<file path="src/rtl/uart_pkg.sv">
// Shared definitions for the UART receive path.
//   - drain_state_t : states of the uart_rx_fifo drain FSM
//   - DEF_*         : default parameter values for uart_rx_fifo
//   - ASCII_*       : command characters recognised by ascii_decoder
package uart_pkg;

    typedef enum logic [1:0] {
        IDLE = 2'd0,
        EMIT = 2'd1,
        GAP  = 2'd2
    } drain_state_t;

    localparam int DEF_DATA_WIDTH = 8;
    localparam int DEF_DEPTH      = 8;
    localparam int DEF_OUT_GAP    = 4;

    localparam logic [7:0] ASCII_R  = 8'h72;  // 'r'
    localparam logic [7:0] ASCII_L  = 8'h6C;  // 'l'
    localparam logic [7:0] ASCII_U  = 8'h75;  // 'u'
    localparam logic [7:0] ASCII_D  = 8'h64;  // 'd'
    localparam logic [7:0] ASCII_CR = 8'h0D;
    localparam logic [7:0] ASCII_LF = 8'h0A;

endpackage

</file>
<file path="src/rtl/sync_fifo_mem.sv">
// Storage array for uart_rx_fifo: one write port, one read port with a
// registered output.
//   clk, rst              : clock, synchronous active-high reset (read register only)
//   wr_en/wr_addr/wr_data : write port, written on the rising edge
//   rd_en/rd_addr         : read request; rd_data updates on the edge with rd_en=1
//   rd_data               : registered read data, holds between reads, 0 after reset
module sync_fifo_mem #(
    parameter int DATA_WIDTH = 8,
    parameter int DEPTH      = 8,
    localparam int AW        = $clog2(DEPTH)
) (
    input  logic                  clk,
    input  logic                  rst,
    input  logic                  wr_en,
    input  logic [AW-1:0]         wr_addr,
    input  logic [DATA_WIDTH-1:0] wr_data,
    input  logic                  rd_en,
    input  logic [AW-1:0]         rd_addr,
    output logic [DATA_WIDTH-1:0] rd_data
);

    logic [DATA_WIDTH-1:0] mem_reg [DEPTH];
    logic [DATA_WIDTH-1:0] rd_data_reg;

    // Contents are never reset so the array maps onto RAM primitives.
    always_ff @(posedge clk) begin
        if (wr_en) begin
            mem_reg[wr_addr] <= wr_data;
        end
    end

    // Read-before-write: a read and a write to the same address on one edge
    // returns the old entry, which is what a full FIFO popping and pushing
    // simultaneously needs.
    always_ff @(posedge clk) begin
        if (rst) begin
            rd_data_reg <= '0;
        end else if (rd_en) begin
            rd_data_reg <= mem_reg[rd_addr];
        end
    end

    assign rd_data = rd_data_reg;

endmodule

</file>
<file path="src/rtl/uart_rx_fifo.sv">
// Byte buffer between uart_rx and ascii_decoder. Every rx_done byte is stored
// in a small FIFO and re-issued as a one-cycle out_done strobe, with at least
// OUT_GAP idle clocks between strobes.
//   clk, rst   : clock, synchronous active-high reset
//   rx_data    : received byte, valid with rx_done
//   rx_done    : one-cycle byte strobe from uart_rx
//   out_data   : byte to the decoder, held until the next out_done
//   out_done   : one-cycle strobe marking a new out_data
//   fifo_level : occupancy 0..DEPTH
//   overflow   : sticky, set when a byte is dropped on a full FIFO
//   ovf_clear  : one-cycle pulse clearing overflow (a same-edge drop wins)
module uart_rx_fifo
    import uart_pkg::*;
#(
    parameter int DATA_WIDTH = DEF_DATA_WIDTH,
    parameter int DEPTH      = DEF_DEPTH,
    parameter int OUT_GAP    = DEF_OUT_GAP,
    localparam int AW        = $clog2(DEPTH),
    localparam int LW        = $clog2(DEPTH) + 1
) (
    input  logic                  clk,
    input  logic                  rst,
    input  logic [DATA_WIDTH-1:0] rx_data,
    input  logic                  rx_done,
    output logic [DATA_WIDTH-1:0] out_data,
    output logic                  out_done,
    output logic [LW-1:0]         fifo_level,
    output logic                  overflow,
    input  logic                  ovf_clear
);

    localparam int GW = $clog2(OUT_GAP + 1);

    drain_state_t    state_reg;
    logic [GW-1:0]   gap_cnt_reg;
    logic            out_done_reg;
    logic [AW-1:0]   wr_ptr_reg;
    logic [AW-1:0]   rd_ptr_reg;
    logic [LW-1:0]   level_reg;
    logic            overflow_reg;

    logic full;
    logic pop;
    logic push;
    logic drop;

    assign full = (level_reg == LW'(DEPTH));
    assign pop  = (state_reg == IDLE) && (level_reg != '0);
    // A pop on the same edge frees the slot being written, so a full FIFO
    // still accepts the byte in that case.
    assign push = rx_done && (!full || pop);
    assign drop = rx_done && full && !pop;

    sync_fifo_mem #(
        .DATA_WIDTH (DATA_WIDTH),
        .DEPTH      (DEPTH)
    ) u_mem (
        .clk     (clk),
        .rst     (rst),
        .wr_en   (push),
        .wr_addr (wr_ptr_reg),
        .wr_data (rx_data),
        .rd_en   (pop),
        .rd_addr (rd_ptr_reg),
        .rd_data (out_data)
    );

    // Pointers, occupancy and the sticky overflow flag.
    always_ff @(posedge clk) begin
        if (rst) begin
            wr_ptr_reg   <= '0;
            rd_ptr_reg   <= '0;
            level_reg    <= '0;
            overflow_reg <= 1'b0;
        end else begin
            if (push) begin
                wr_ptr_reg <= wr_ptr_reg + 1'b1;
            end
            if (pop) begin
                rd_ptr_reg <= rd_ptr_reg + 1'b1;
            end
            if (push && !pop) begin
                level_reg <= level_reg + 1'b1;
            end else if (pop && !push) begin
                level_reg <= level_reg - 1'b1;
            end
            if (drop) begin
                overflow_reg <= 1'b1;
            end else if (ovf_clear) begin
                overflow_reg <= 1'b0;
            end
        end
    end

    // Drain FSM: IDLE pops (read register loads out_data), EMIT raises
    // out_done for one cycle, GAP holds off for OUT_GAP cycles.
    always_ff @(posedge clk) begin
        if (rst) begin
            state_reg    <= IDLE;
            gap_cnt_reg  <= '0;
            out_done_reg <= 1'b0;
        end else begin
            out_done_reg <= 1'b0;
            case (state_reg)
                IDLE: begin
                    if (pop) begin
                        out_done_reg <= 1'b1;
                        state_reg    <= EMIT;
                    end
                end
                EMIT: begin
                    gap_cnt_reg <= GW'(OUT_GAP - 1);
                    state_reg   <= GAP;
                end
                GAP: begin
                    if (gap_cnt_reg == '0) begin
                        state_reg <= IDLE;
                    end else begin
                        gap_cnt_reg <= gap_cnt_reg - 1'b1;
                    end
                end
                default: begin
                    state_reg <= IDLE;
                end
            endcase
        end
    end

    assign out_done   = out_done_reg;
    assign fifo_level = level_reg;
    assign overflow   = overflow_reg;

endmodule
</file>
<file path="config.mk">
export PLATFORM = sky130hd
export DESIGN_NAME = uart_rx_fifo
export DESIGN_NICKNAME = d
export VERILOG_FILES = /design/src/rtl/uart_pkg.sv /design/src/rtl/sync_fifo_mem.sv /design/src/rtl/uart_rx_fifo.sv
export SDC_FILE = /design/constraint.sdc
export NUM_CORES = 1
export LEC_CHECK = 0
export BUFFER_PORTS_ARGS = -buffer_cell sky130_fd_sc_hd__buf_2
export CORE_ASPECT_RATIO = 1.1
export CORE_MARGIN = 10
export CORE_UTILIZATION = 53
export CTS_CLUSTER_DIAMETER = 30
export DETAILED_ROUTE_END_ITERATION = 7
export GPL_TIMING_DRIVEN = 0
export PLACE_DENSITY = 0.74
export SLEW_MARGIN = 30
export SYNTH_ARGS = -nofsm -noshare
export SYNTH_HDL_FRONTEND = slang
export SYNTH_SLANG_ARGS = --single-unit
</file>
<file path="constraint.sdc">
create_clock -name clk -period 2.36 [get_ports clk]
set_input_delay 0.354 -clock clk [delete_from_list [all_inputs] [get_ports clk]]
set_output_delay 0.354 -clock clk [all_outputs]
set_load 0.005 [all_outputs]
</file>
After elaboration in Yosys (flattened, before gate mapping)
Memories as Yosys holds them, arrays and structs flattened. A register that Yosys moved wholly into a read port is not among the register bits. Index checks and enable logic that the tools add are counted.

Register bits after elaboration: 17. Bits in latches: 0. Bits in writable memories: 64. ROM bits: 0. Input port bits: 12. Output and inout bits: 14. Logic and storage cells: 51. Memories: 1.

Memories: u_mem.mem_reg (words 8, width 8, read ports 1, clocked after memory_dff 1, wr ports 1, RTL line sync_fifo_mem.sv:22) `logic [DATA_WIDTH-1:0] mem_reg [DEPTH];`.

$add $sub $neg: 5. Multipliers: 0. Divide/modulo/power cells: 0. $lt $le $gt $ge: 0. Equality and inequality tests: 6. Shift operators: 0. Multiplexer cells: 12. Bitwise operators: 1. Reduce and logical (&&, ||, !) cells: 19.

Operator list (number): $mux W4 (2); $add A3 B1 Y3 const B (2); $logic_and A1 B1 Y1 (6); $ne A2 B2 Y1 const B (3); $pmux W2 S3 (1); $pmux W3 S2 (1); $reduce_bool A2 Y1 (3); $mux W1 (5); $add A4 B1 Y4 const B (1); $eq A4 B4 Y1 const B (1); $mux W2 (2); $reduce_and A2 Y1 (2); $reduce_bool A4 Y1 (1); $sub A4 B1 Y4 const B (1); $logic_not A1 Y1 (3); $logic_not A3 Y1 (1); $mux W3 (1); $sub A3 B1 Y3 const B (1); $eq A2 B1 Y1 const B (1); $eq A2 B2 Y1 const B (1); $logic_not A2 Y1 (1); $reduce_or A2 Y1 (1); $logic_or A1 B1 Y1 (1); $not A1 Y1 (1).

Depth between registers and ports, before layout
Gate-level depths: netlist of the first run.

Depth after elaboration: 8. Depth in mapped cells: 11. Gate-level depth less buffers: 10.

By module
A second synthesis of the first run with hierarchy kept.

Cells, all modules: 259. Area total of the unflattened synthesis: 3669.8 um^2.

By module, submodules not included: sync_fifo_mem (instances 1, cells each 162, area an instance 2812.7 um^2, seq. area each 2082.0 um^2); uart_rx_fifo (instances 1, cells each 97, area an instance 857.1 um^2, seq. area each 340.3 um^2).

Worst setup path after synthesis of the first run
No wires, ideal clock.

Path type: reg2reg. Start point: reg level_reg[1], in the netlist fifo_level[1]. End point: reg level_reg[3], in the netlist fifo_level[3]. Library setup time: 0.121 ns. Arrival: 2.413 ns. Data required time: 2.239 ns. Setup slack: -0.174 ns. Stages on the path, launching flop included: 11. Path buffers: 0. Clock period less this slack: 2.534 ns. Path through: dfxtp_1 or4_4 and2_4 inv_2 ha_1 inv_1 ha_1 a21oi_1 a211oi_1 a31oi_1 mux2_2.

Word-level cells in the longest chain between the ends: 7. Elaborated cells between the ends (all ways): 15. Those cells by class: 2 x add/sub; 1 x eq/ne; 2 x mux; 10 x reduce/logical.

RTL lines: start, declared (RTL line uart_rx_fifo.sv:39) `logic [LW-1:0] level_reg;`; start signal, assigned (RTL line uart_rx_fifo.sv:83) `level_reg <= level_reg + 1'b1;`; start signal, assigned (RTL line uart_rx_fifo.sv:85) `level_reg <= level_reg - 1'b1;`; parallel branches: the longest is 7 deep, another holds $sub A4 B1 Y4.

Several ways; the timed one is not identified. The select of a mux whose other input is x is not followed. A chain may end at the register's enable or synchronous reset.

Worst setup path in the final report of the first run
Same ends and word-level chain as after synthesis.

==> run summary, run 1 <==
Hold-fix buffers, CTS = 0
Slew Viols, Final = 0
Post-Route WL = 7100 um
Design Area, Final = 4140 um2
Register area share after synthesis = 68.3%
Asr flop ratio synth = 0%
Delay-heaviest family, CP = simple AND/OR/NAND/NOR gates
Mux contribution to synthesized area = 11.0%
Cell count after synthesis = 235
Static Leakage = 1.45 nW
DR vias/cell = 5.58
Clock power share = 21.7%
DIE AREA = 10400 um2
Min-delay worst type = primary input to flop
First-pass GRT wire length = 11500 um
Required time worst endpoint = 2610 ps
Antenna violations before repair = 0
Die X = 98.0 um
CTS max path bufs = 2
Synth Register Bits = 89
RSZ-0062 raised after global routing = yes
Total grt overflow = 0
CTS Buf Count = 9
Combinational Power Share = 35.4%
Post-synthesis adder-cell area fraction = 3.04%
Placed instance area = 3840 um2
Crit. End Element = flop
Layout cells sized above 1 = 34.9%
Crit Path Class = flop to flop
Worst Setup Start Kind = flop
Initial core utilization = 54.1%
Clock Skews = 6.36 ps
N_diodes = 0
Post-synth top cells = 64 x edfxtp_1, 32 x nor2_1, 25 x dfxtp_1
First-pass DRT Iterations = 4
Post-Synth XOR/XNOR Area = 1.48%
YS warnings = 0
Worst path max stage delay = 510 ps
Simple logic cell fraction of the synthesized area = 9.35%
CTS tree = built
Tcrit/Tclk final = 101%
Most frequent cell after synthesis = edfxtp_1
Synth area leader = edfxtp_1
Syn_nets = 255
Final hold violation count = 0
Cell area after synthesis = 3540 um2
Int Power = 3.08 mW
Die height = 106 um
Total number of vias = 2027
WP data arrival = 2630 ps
Post-detail-place hpwl = 4500 um
Tot Pwr = 4.68 mW
Status = finished with violations
Net Sw Frac = 34.1%
VDD IR max = 0.000873 V
Final Worst Setup Slack = -23.3 ps
Max Clock Freq = 420 MHz
Port Buffers = 24
Dpl ws = -119 ps
Failing checks = setup timing
Clk slew on worst S/H paths = 100 ps
Number of global-route vias before repair = 2157
CP max-delay cell = or4_4
Synth unique cells = 35
Initial drt markers = 81
Minimum hold slack = 251 ps
Critical path buffers and inverters = 2
Worst-Margin Slew = 851 ps
Synth Area in Compound Gates = 4.27%
Seq pwr share = 42.8%
Setup TNS = -23.3 ps
Core Area = 6560 um2
Gp weighted congestion = 0.777
Clock sinks = 89
Pwr per Cell Area = 1130 nW/um2
Final net count = 296
Mean Syn Cell Area = 15.1 um2
Total track usage = 14.3%
Pin count of the biggest net entering global routing = 19
Max Cap Viol = 0
Post-route ant nets = 0
DRC Markers = 0
Top cell type's share of synthesized area = 54.2%
Wire per inst = 19.6 um
Largest family of logic cells by synthesized area = multiplexers
Top Ports = 26
Fillers = 482
Switching pwr = 1.60 mW
Worst Path Max Fanout = 4
EDFF count, synth = 64
Worst skew pair latency = 360 ps
Cell Chain, Critical Path = or4_4 -> and2_4 -> inv_4 -> ha_4 -> inv_2 -> ha_2 -> nand3_2 -> a211oi_2 -> a31oi_1 -> mux2_2
Final setup vio count = 1
Slew headroom = 43.1%
Row count = 31
Synth area leaders = edfxtp_1 54%, dfxtp_1 14%, mux4_2 10%, nor2_1 3.4%, ha_1 2.5%
Primary FF master, synth = edfxtp_1
H-Tree Depth = 3
Largest register FFs = 64
Tmin final = 2380 ps
Root Driver = clkbuf_8
Area growth, synth to finish = 16.7%
layer usage:
metal | up-vias | GRT usage (%) | wire, um
li1 | 973 | - | -
met1 | 990 | 16.6 | 2840
met2 | 54 | 24.1 | 3700
met3 | 10 | 3.53 | 440
met4 | 0 | 7.48 | 124
met5 | - | 0 | 0
cell usage in the layout, fill, tap and decap left out, drive strengths merged:
cell type | netlist | routed
mux2 | 1 | 1
xnor2 | 3 | 3
nand2 | 5 | 5
buf | 4 | 36
mux2i | 2 | 2
nand3 | 6 | 6
nand2b | 1 | 1
ha | 7 | 7
dfxtp | 25 | 25
nor4bb | 1 | 1
a211oi | 1 | 1
or3 | 1 | 1
nor2 | 32 | 32
or3b | 1 | 1
a21oi | 7 | 7
clkinv | 0 | 3
o21ai | 5 | 5
or2 | 1 | 1
edfxtp | 64 | 64
fa | 1 | 1
or4 | 1 | 1
clkbuf | 7 | 14
nor2b | 4 | 4
a31oi | 2 | 2
and2 | 1 | 1
inv | 8 | 12
o22ai | 9 | 9
o211ai | 2 | 2
mux4 | 16 | 16
nor3 | 14 | 14
xor2 | 3 | 3
power by group through the flow:
stage	Sequential (mW)	Clock (mW)	Combinational [mW]
detailed placement	2.01	0	1.55
global placement	2.00	0	1.51
global route	2.03	1.10	1.84
floorplan	2.00	0	1.15
finish	2.00	1.02	1.66
CTS	2.00	1.03	1.61
final cells by class:
class	count	area (um2)	share of cell area [%]
tap	82	103	2.48
sequential	89	2430	58.8
timing repair buffer	32	180	4.36
clock buffer	9	124	3.00
multi-input combinational	127	1140	27.6
clock inverter	7	73.8	1.79
inverter	8	32.5	0.787
buffer	9	50.0	1.21
stage by stage:
step,util [%],std cells
after floorplan,-,235
after global placement,58.0,341
after detailed placement,58.6,343
after CTS,62.2,363
after global routing,63.1,363
final,63.1,363
final timing paths:
kind                            depth (start not counted)             endpoint  slack (ps)        startpoint
worst min register to register                          2     u_mem.rd_data[3]         490  u_mem.rd_data[3]
worst max register to register                         10        fifo_level[3]         -20     fifo_level[1]
worst min-delay path                                    1  u_mem.mem_reg[2][0]         250        rx_data[0]
worst max-delay path                                   10        fifo_level[3]         -20     fifo_level[1]
kinds of logic after synthesis:
kind of cell,count (synthesis)
flops,89
simple gates,68
compound gates,26
buf+inv,19
mux,19
fa+ha+maj,8
xor+xnor,6
what timing repair did:
item,in CTS,in global routing
setup buffers,6,0
endpoints found under the hold margin,0,0
pin swaps,4,0
setup endpoints to repair,33,25
resized for setup,3,14
Power figures use the tool's default switching activity.
==> run 2: changes to the inputs <==
--- a/config.mk
+++ b/config.mk
@@ -8,11 +8,12 @@
 export BUFFER_PORTS_ARGS = -buffer_cell sky130_fd_sc_hd__buf_2
 export CORE_ASPECT_RATIO = 1.1
 export CORE_MARGIN = 10
-export CORE_UTILIZATION = 53
+export CORE_UTILIZATION = 56
+export CTS_BUF_LIST = sky130_fd_sc_hd__clkbuf_8
 export CTS_CLUSTER_DIAMETER = 30
 export DETAILED_ROUTE_END_ITERATION = 7
 export GPL_TIMING_DRIVEN = 0
-export PLACE_DENSITY = 0.74
+export PLACE_DENSITY = 0.78
 export SLEW_MARGIN = 30
 export SYNTH_ARGS = -nofsm -noshare
 export SYNTH_HDL_FRONTEND = slang
==> run summary, run 2 (synthesis results as in run 1) <==
N_diodes = 0 (unchanged)
Placed instance area = 3830 um2 (-0.26%)
Hold Crit Start = rx_data[0]
Max Cap Viol = 0 (unchanged)
DIE AREA = 9920 um2 (-4.3%)
Required time worst endpoint = 2620 ps (about the same)
Slew Viols, Final = 0 (unchanged)
Clock Skews = 8.13 ps (+1.77 ps)
Cell Count, Final, Fillers Out = 364 (+0.28%)
Reg2Reg Depth = 10 (unchanged)
DRC Markers = 0 (unchanged)
Top Ports = 26 (unchanged)
Die X = 95.9 um (-2.2%)
Worst skew pair latency = 360 ps (about the same)
Antenna violations before repair = 0 (unchanged)
Worst hold path stage count = 1 (unchanged)
Status = finished with violations
Post-Route WL = 7220 um (+1.7%)
Layout cells sized above 1 = 35.2% (+0.34 points)
WP data arrival = 2700 ps (+70 ps)
Pin count of the biggest net entering global routing = 16 (-3)
Initial drt markers = 179 (+120%)
Static Leakage = 1.47 nW (+1.5%)
Tmin final = 2440 ps (+56.8 ps)
Row count = 30 (-3.2%)
Worst Setup Start Kind = flop
Worst Path Max Fanout = 4 (unchanged)
Port Buffers = 24 (unchanged)
Total grt overflow = 0 (unchanged)
Final setup vio count = 1 (unchanged)
Total track usage = 15.4% (+1.1 points)
Commonest cells after routing, fill and taps aside = 64 x edfxtp_1, 28 x nor2_1, 25 x buf_2, 21 x dfxtp_1, 16 x mux4_2
Gp weighted congestion = 0.785 (+1.1%)
Delay-heaviest family, CP = simple AND/OR/NAND/NOR gates
Max Clock Freq = 410 MHz (-2.3%)
Area growth, synth to finish = 18.4%
Minimum hold slack = 251 ps (+0.657 ps)
CTS tree = built
Design Area, Final = 4200 um2 (+1.5%)
Worst path max stage delay = 530 ps (+20 ps)
First-pass GRT wire length = 11100 um (-2.8%)
Wire per inst = 19.8 um (+1.4%)
Root Driver = clkbuf_8
CP max-delay cell = or4_4
Total number of vias = 2122 (+4.7%)
Final hold violation count = 0 (unchanged)
CTS Buf Count = 9 (unchanged)
Cell Chain, Critical Path = or4_4 -> and2_4 -> inv_4 -> ha_4 -> inv_4 -> ha_4 -> a21oi_4 -> a211oi_2 -> a31oi_1 -> mux2_2
Failing checks = setup timing
Crit. End Element = flop
DR vias/cell = 5.83 (+4.4%)
Die height = 103 um (-2.2%)
Commonest non-fill, non-tap cell in the layout = edfxtp_1
Slew headroom = 45.0% (+1.9 points)
Post-route ant nets = 0 (unchanged)
Pwr per Cell Area = 1160 nW/um2 (+2.4%)
RR Endpoint = fifo_level[3]
Clock sinks = 89 (unchanged)
Critical path buffers and inverters = 2 (unchanged)
Min-delay worst type = primary input to flop
Tcrit/Tclk final = 103% (+2.4 points)
Initial core utilization = 57.6% (+3.5 points)
Post-detail-place hpwl = 4400 um (-2.0%)
Number of global-route vias before repair = 2087 (-3.2%)
VDD IR max = 0.000658 V (-25%)
WHS Endpoint = u_mem.mem_reg[0][0]
Final net count = 299 (+1.0%)
First-pass DRT Iterations = 4 (unchanged)
FF-to-FF setup slack = -80 ps (-60 ps)
CTS max path bufs = 2 (unchanged)
Largest register FFs = 64 (unchanged)
Crit Path Class = flop to flop
Worst-Margin Slew = 816 ps (-34.7 ps)
Placed cells = 340 (-0.87%)
Final Worst Setup Slack = -80.1 ps (-56.8 ps)
Clk slew on worst S/H paths = 90 ps (about the same)
Core Area = 6160 um2 (-6.1%)
R2R Path Start = fifo_level[3]
RSZ-0062 raised after global routing = yes
H-Tree Depth = 3 (unchanged)
run 2: power by group:
part	internal, mW	switching (mW)
Combinational	0.835	0.879
Sequential	1.87	0.142
Clock	0.595	0.540
Total	3.30	1.56
run 2: how the worst max path moves through the flow:
stage	startpoint	end	slack, ps	depth (start not counted)
floorplan	fifo_level[1]	fifo_level[3]	4	10
global placement	state_reg[1]	u_mem.mem_reg[1][1]	-370	5
detailed placement	fifo_level[2]	fifo_level[3]	-140	10
CTS	fifo_level[1]	fifo_level[3]	-60	10
global route	state_reg[0]	fifo_level[3]	-180	10
finish	fifo_level[3]	fifo_level[3]	-80	10
run 2: what timing repair did:
action / 4_1_cts / 5_1_grt
resized for setup: 4 / 16
endpoints found under the setup margin: 17 / 42
cloned: 0 / 0
pin swaps: 3 / 3
setup buffers: 2 / 8
hold buffers: 0 / 0
run 2: layout make-up:
class / instances / area [um2]
clock inverters: 7 / 93.8
inverters: 8 / 35.0
flip-flops and latches: 89 / 2430
plain buffers: 9 / 50.0
multi-input cells: 127 / 1160
well taps: 80 / 100
repair buffers: 35 / 203
clock buffers: 9 / 124
fillers: 433 / 1960
run 2: per-layer routing:
metal	part of all wire (%)	GRT usage (%)
met5	0	0
met4	2.6	7.72
met3	5.4	3.47
met2	50	24.7
met1	42	19.2
run 2: stage by stage:
step | utilization [%] | TNS (ps) | setup slack (ps) | power [mW]
final | 68.2 | -80.1 | -80.1 | 4.86
after global routing | 68.2 | -666 | -184 | 5.13
after CTS | 66.1 | -61.7 | -61.7 | 4.70
after detailed placement | 62.2 | -1140 | -145 | 3.54
after global placement | 61.7 | -10020 | -371 | 3.49
after floorplan | - | 0 | 3.76 | 3.14
